**config.mk**
```make
export PLATFORM = sky130hd
export DESIGN_NAME = uart_rx_fifo
export DESIGN_NICKNAME = d
export VERILOG_FILES = /design/src/rtl/uart_rx_fifo_pkg.sv /design/src/rtl/uart_fifo_mem.sv /design/src/rtl/uart_rx_fifo.sv
export SDC_FILE = /design/constraint.sdc
export NUM_CORES = 1
export LEC_CHECK = 0
export BUFFER_PORTS_ARGS = -buffer_cell sky130_fd_sc_hd__buf_4
export CORE_MARGIN = 1
export CORE_UTILIZATION = 55
export DETAILED_ROUTE_END_ITERATION = 6
export PLACE_DENSITY = 0.76
export SYNTH_ARGS = -nofsm -noshare
export SYNTH_HDL_FRONTEND = slang
export SYNTH_SLANG_ARGS = --single-unit
export TNS_END_PERCENT = 10
```
**constraint.sdc**
```tcl
create_clock -name clk_in -period 2.57 [get_ports clk_in]
set_clock_uncertainty 0.1 [all_clocks]
set_input_delay 0.1285 -clock clk_in [delete_from_list [all_inputs] [get_ports clk_in]]
set_output_delay 0.1285 -clock clk_in [all_outputs]
set_load 0.1 [all_outputs]
```
**src/rtl/uart_rx_fifo_pkg.sv**
```systemverilog
// rtl/uart_rx_fifo_pkg.sv - shared UART character width and FIFO sizing constants
package uart_rx_fifo_pkg;

  localparam int UART_DATA_W       = 8;
  localparam int FIFO_ADDR_W       = 4;
  localparam int FIFO_AFULL_THRESH = 12;

endpackage

```
**src/rtl/uart_fifo_mem.sv**
```systemverilog
// rtl/uart_fifo_mem.sv - 2**ADDR_W x DATA_W register array, sync write, async read
module uart_fifo_mem
  import uart_rx_fifo_pkg::*;
#(
  parameter int DATA_W = UART_DATA_W,
  parameter int ADDR_W = FIFO_ADDR_W
) (
  input  logic              i_clk,
  input  logic              i_wr_en,
  input  logic [ADDR_W-1:0] i_wr_addr,
  input  logic [DATA_W-1:0] i_wr_data,
  input  logic [ADDR_W-1:0] i_rd_addr,
  output logic [DATA_W-1:0] o_rd_data
);

  logic [DATA_W-1:0] r_mem [2**ADDR_W];

  // No reset: contents are only meaningful between the FIFO's pointers.
  always_ff @(posedge i_clk) begin
    if (i_wr_en) begin
      r_mem[i_wr_addr] <= i_wr_data;
    end
  end

  assign o_rd_data = r_mem[i_rd_addr];

endmodule

```
**src/rtl/uart_rx_fifo.sv**
```systemverilog
// rtl/uart_rx_fifo.sv - FWFT receive FIFO with level, threshold and sticky overflow
module uart_rx_fifo
  import uart_rx_fifo_pkg::*;
#(
  parameter int DATA_W       = UART_DATA_W,
  parameter int ADDR_W       = FIFO_ADDR_W,
  parameter int AFULL_THRESH = FIFO_AFULL_THRESH
) (
  input  logic              clk_in,
  input  logic              rst,
  input  logic [DATA_W-1:0] wr_data,
  input  logic              wr_en,
  output logic [DATA_W-1:0] rd_data,
  output logic              rd_valid,
  input  logic              rd_ready,
  output logic [ADDR_W:0]   level,
  output logic              full,
  output logic              almost_full,
  output logic              overflow,
  input  logic              ovf_clr
);

  localparam logic [ADDR_W:0] LP_DEPTH = (ADDR_W+1)'(2**ADDR_W);
  localparam logic [ADDR_W:0] LP_AFULL = (ADDR_W+1)'(AFULL_THRESH);

  logic [ADDR_W-1:0] r_wr_ptr;
  logic [ADDR_W-1:0] r_rd_ptr;
  logic [ADDR_W:0]   r_level;
  logic              r_valid;
  logic              r_full;
  logic              r_afull;
  logic              r_overflow;

  logic              w_pop;
  logic              w_push;
  logic              w_drop;
  logic [ADDR_W:0]   w_level_nxt;
  logic [DATA_W-1:0] w_mem_rd;

  assign w_pop  = r_valid & rd_ready;
  assign w_push = wr_en & (~r_full | w_pop);
  assign w_drop = wr_en & r_full & ~w_pop;

  always_comb begin
    w_level_nxt = r_level;
    unique case ({w_push, w_pop})
      2'b10:   w_level_nxt = r_level + (ADDR_W+1)'(1);
      2'b01:   w_level_nxt = r_level - (ADDR_W+1)'(1);
      default: w_level_nxt = r_level;
    endcase
  end

  // Flags come from the next level so they change on the same edge as level.
  always_ff @(posedge clk_in) begin
    if (!rst) begin
      r_wr_ptr   <= '0;
      r_rd_ptr   <= '0;
      r_level    <= '0;
      r_valid    <= 1'b0;
      r_full     <= 1'b0;
      r_afull    <= 1'b0;
      r_overflow <= 1'b0;
    end else begin
      if (w_push) r_wr_ptr <= r_wr_ptr + ADDR_W'(1);
      if (w_pop)  r_rd_ptr <= r_rd_ptr + ADDR_W'(1);
      r_level <= w_level_nxt;
      r_valid <= (w_level_nxt != '0);
      r_full  <= (w_level_nxt == LP_DEPTH);
      r_afull <= (w_level_nxt >= LP_AFULL);
      if (w_drop)       r_overflow <= 1'b1;
      else if (ovf_clr) r_overflow <= 1'b0;
    end
  end

  uart_fifo_mem #(
    .DATA_W (DATA_W),
    .ADDR_W (ADDR_W)
  ) u_mem (
    .i_clk     (clk_in),
    .i_wr_en   (w_push),
    .i_wr_addr (r_wr_ptr),
    .i_wr_data (wr_data),
    .i_rd_addr (r_rd_ptr),
    .o_rd_data (w_mem_rd)
  );

  assign rd_data     = r_valid ? w_mem_rd : '0;
  assign rd_valid    = r_valid;
  assign level       = r_level;
  assign full        = r_full;
  assign almost_full = r_afull;
  assign overflow    = r_overflow;

endmodule

```
* Word-level counts from Yosys, hierarchy flattened
Memories as Yosys holds them, arrays and structs flattened. A register that Yosys moved wholly into a read port is not among the register bits. Cells that the tools add are included.
Word-level totals: register bits after elaboration 17, bits in writable memories 128, input port bits 13, logic and storage cells 33, memories kept 1
Cells by class: $add $sub $neg 4, order comparisons 1, equal/unequal tests 3, multiplexer cells 8, bitwise operators 7, reduce and logical (&&, ||, !) cells 2
Memory list:
- u_mem.r_mem | depth 16, width 8, read ports 1, clocked after memory_dff 1, wr ports 1, RTL line uart_fifo_mem.sv:16 | logic [DATA_W-1:0] r_mem [2**ADDR_W];
Operators with widths (count):
- $pmux 5 s2 | 1
- $add 4x1->4 const B | 2
- $mux 4 | 2
- $mux 8 | 1
- $add 5x1->5 const B | 1
- $eq 5x5->1 const B | 1
- $ge 5x4->1 const B | 1
- $reduce_bool 5->1 | 1
- $sub 5x1->5 const B | 1
- $and 1x1->1 | 4
- $mux 1 | 4
- $eq 2x1->1 const B | 1
- $eq 2x2->1 const B | 1
- $not 1->1 | 2
- $reduce_bool 2->1 | 1
- $or 1x1->1 | 1

* Logic depth before layout (Yosys ltp)
depth in word-level cells 6, depth in mapped cells 11, gate-level depth less buffers 11

* By module
From an unflattened synthesis, not the netlist that was laid out.
Unflattened totals: cell total of the unflattened synthesis 323, area total of the unflattened synthesis 5876.9 um^2
By module, submodules not included:
- uart_fifo_mem | instances 1, cells an instance 221, area each 4987.3 um^2
- uart_rx_fifo | instances 1, cells an instance 102, area each 889.6 um^2

* Worst setup path before layout
Ideal clock, no wire load.
path kind flip-flop to flip-flop, start point reg r_valid, in the netlist rd_valid, end point reg r_full, in the netlist full, library setup time 0.117 ns, arrival 3.431 ns, path slack -1.078 ns, cell stages (with the launch flop) 12, path buffers 0, period minus slack after synthesis 3.648 ns, path through dfxtp_1 -> nand2_1 -> a21boi_1 -> inv_1 -> ha_1 -> xor2_1 -> ha_1 -> mux2_2 -> o21ai_1 -> nand3_1 -> xor2_1 -> and4b_1
On the way: longest elaborated chain between the ends 6, elaborated cells between the ends (all ways) 7
Ends and longest elaborated chain:
- start: declaration | RTL line uart_rx_fifo.sv:29 | logic r_valid;
- start signal: assignment | RTL line uart_rx_fifo.sv:67 | r_valid <= (w_level_nxt != '0);
- $and 1x1->1 * | RTL line uart_rx_fifo.sv:40 | assign w_pop = r_valid & rd_ready;
- $or 1x1->1 | RTL line uart_rx_fifo.sv:41 | assign w_push = wr_en & (~r_full | w_pop);
- $and 1x1->1 | RTL line uart_rx_fifo.sv:41
- $eq 2x1->1 or $eq 2x2->1 (tied branches) | RTL line uart_rx_fifo.sv:46 | unique case ({w_push, w_pop})
- $pmux 5 s2 * | RTL line uart_rx_fifo.sv:46
- $eq 5x5->1 * | RTL line uart_rx_fifo.sv:68 | r_full <= (w_level_nxt == LP_DEPTH);
- end signal: assignment | RTL line uart_rx_fifo.sv:68
- end: declaration | RTL line uart_rx_fifo.sv:30 | logic r_full;
Mark *: on every way between the ends. The rest lies on a longest branch, timed or not. A chain may end at the register's enable or synchronous reset.

==> metrics.txt <==
status complete, but fails checks; failing checks negative setup slack; max cap viols 0; number of synthesized register bits 149; drt first pass iters 5; Critical Path End Type primary output; Setup violations, final 8; largest net degree at the start of global routing 33; Fillers 632; Starting Density 57.5%; HPWL after DPL 7.83 mm; post-route ant nets 0; Synth Instances 320; CP Class flop to primary output; post-synth top area share 63.9%; initial antenna violation count 0; worst hold path class primary input to flop; synth top area cells edfxtp_1, mux4_2, mux4_1, dfxtp_1, nor2_1; Slew HR 60.9%; Die Y 107 um; Die Area around 0.011 mm2; Starting DRT DRC Count between 200 and 300; Clock Sinks 149; final worst setup slack -0.170 ns; WL per Instance 24.4 um; Util after Layout 71.5%; Ant. Diodes 0; Syn Area/Cell 18.8 um2; met3 usage 9.12%; Area growth, synth to finish 24.4%; area of the core 0.0105 mm2; GRT Residual Overflow 0; Top Usage Layer GRT met2; Clock transition at path regs 0.07 ns; Root Buffer clkbuf_8; most frequent cells in the layout edfxtp_1, buf_4, mux4_2; Tot GR Track Use between 20 and 30%; CTS tree done; Final Cycle Share 107%; final hold vios 0; warning count from the yosys run 0; Mapped Area 0.00601 mm2; CP Launch Type flop; CTS Buffer Depth 2; Post-Layout Inst Area roughly 0.0075 mm2; register area share after synthesis 70.9%; Leakage Power between 2 and 3 nW; Worst-Margin Slew 0.586 ns; min Tclk post-route 2.74 ns; global placement routability congestion 0.786; Avg Vias per Cell 5.97; insertion delay to the later sink of the worst-skew pair around 0.53 ns; Placed Area ~0.0066 mm2; post-synth top area cell edfxtp_1; met2 usage 41.0%; hold slack 0.302 ns; Die Span X 107 um; Num CTS Buffers 17; first-pass GRT wire length 20.1 mm; fmax 0.365 GHz; I/O pin cnt 30; most common cell after layout, fill and taps aside edfxtp_1; post-synth net total approximately 340; IO Port Bufs 29; fin nets 416; grt met1 use 34.0%; Max Transition Viols Final 0; PwrDens approximately 860 mW/mm2; crit path max fanout 6; RSZ-0062 raised after global routing yes; VDD IR-drop max around 480 uV; row count 37; final WL 13.3 mm; DR vias 3245; share of layout cells above drive strength 1 34.6%; worst path required time 2.34 ns; DRC Markers 0; htree depth 4; Yosys cell types 35; vias in the first global route 3270; minimum setup slack after placement 0.154 ns; crit path DAT roughly 2.5 ns
## sequential cells by signal (all words and copies together), names as in the netlist, named ones only
name / flops
u_mem.r_mem: 128
level: 5
r_rd_ptr: 4
r_wr_ptr: 4
almost_full: 1
full: 1
overflow: 1
rd_valid: 1
## worst paths after layout
kind / from / endpoint / slack [ns] / cells after the start
min reg2reg: r_rd_ptr[1] / flop / 0.42 / 2
min: rst / level[0] / 0.30 / 3
max reg2reg: rd_valid / full / 0.12 / 10
max: flop / rd_data[3] / -0.17 / 6
## what timing repair did
action	in CTS	in global routing
pin swaps	6	1
cloned	3	0
resized for setup	39	8
endpoints found under the setup margin	8	8
hold buffers	12	0
hold endpoints to repair	133	0
buffers inserted	2	1
## per-layer routing
layer,share of wire (%),vias to the layer above,wire length [um]
met5,0,-,0
met4,1.9,0,248
met3,8.4,20,1110
met2,50,164,6570
met1,40,1648,5320
li1,-,1413,-
## Yosys cell counts (all sizes together)
master  number
mux2         1
nand4        2
clkinv       1
a21boi       1
nor2        31
mux4        40
a21oi        6
nand3        1
nand2       11
a32oi        1
xnor2        4
a31oi        2
nor2b        2
o221ai       1
nor3         5
a211o        1
xor2         6
inv          9
and2         8
mux2i        2
ha           8
o21ai        2
o22ai        2
buf          6
and3         1
clkbuf       8
edfxtp     128
nand2b       6
dfxtp       21
a211oi       2
and4b        1
## power breakdown
part / total, mW / switching [mW] / internal (mW)
logic: 1.10 / 0.639 / 0.465
registers: 2.74 / 0.0570 / 2.69
clock network: 2.57 / 0.986 / 1.58
## critical path, cell delays in order (launching register included)
cell     delay, ns
dfxtp_4       0.39
buf_12        0.13
buf_16        0.12
mux4_2        0.50
mux4_2        0.47
and2_1        0.18
buf_6         0.18
## cells by family (layout without fill, tap and decap cells)
family | Yosys count | count (layout) | synth area share (%)
flip-flops | 149 | 149 | 70.9
AND/OR/NAND/NOR | 68 | 68 | 5.26
multiplexers | 43 | 43 | 16.6
buffers and inverters | 24 | 112 | 2.27
AO/OA/AOI/OAI | 18 | 18 | 1.89
XOR/XNOR | 10 | 10 | 1.46
adder cells (fa/ha/maj) | 8 | 8 | 1.66
## metrics by stage
stage,power (mW),setup TNS [ns],instances
3_3_place_gp,3.68,0,495
2_1_floorplan,3.49,-0.0680,320
3_5_place_dp,3.70,0,495
6_report,6.41,-1.17,544
5_1_grt,6.61,-1.78,544
4_1_cts,6.43,-1.56,544
## cell type report
type | count | area (um2) | area share, %
Clock buffer | 17 | 414 | 5.53
Clock inverter | 15 | 204 | 2.73
Inverter | 10 | 37.5 | 0.502
Multi-Input combinational cell | 147 | 1640 | 21.9
Sequential cell | 149 | 4270 | 57.1
Tap cell | 136 | 170 | 2.27
Timing Repair Buffer | 70 | 748 | 10.0
Power figures use the tool's default switching activity.
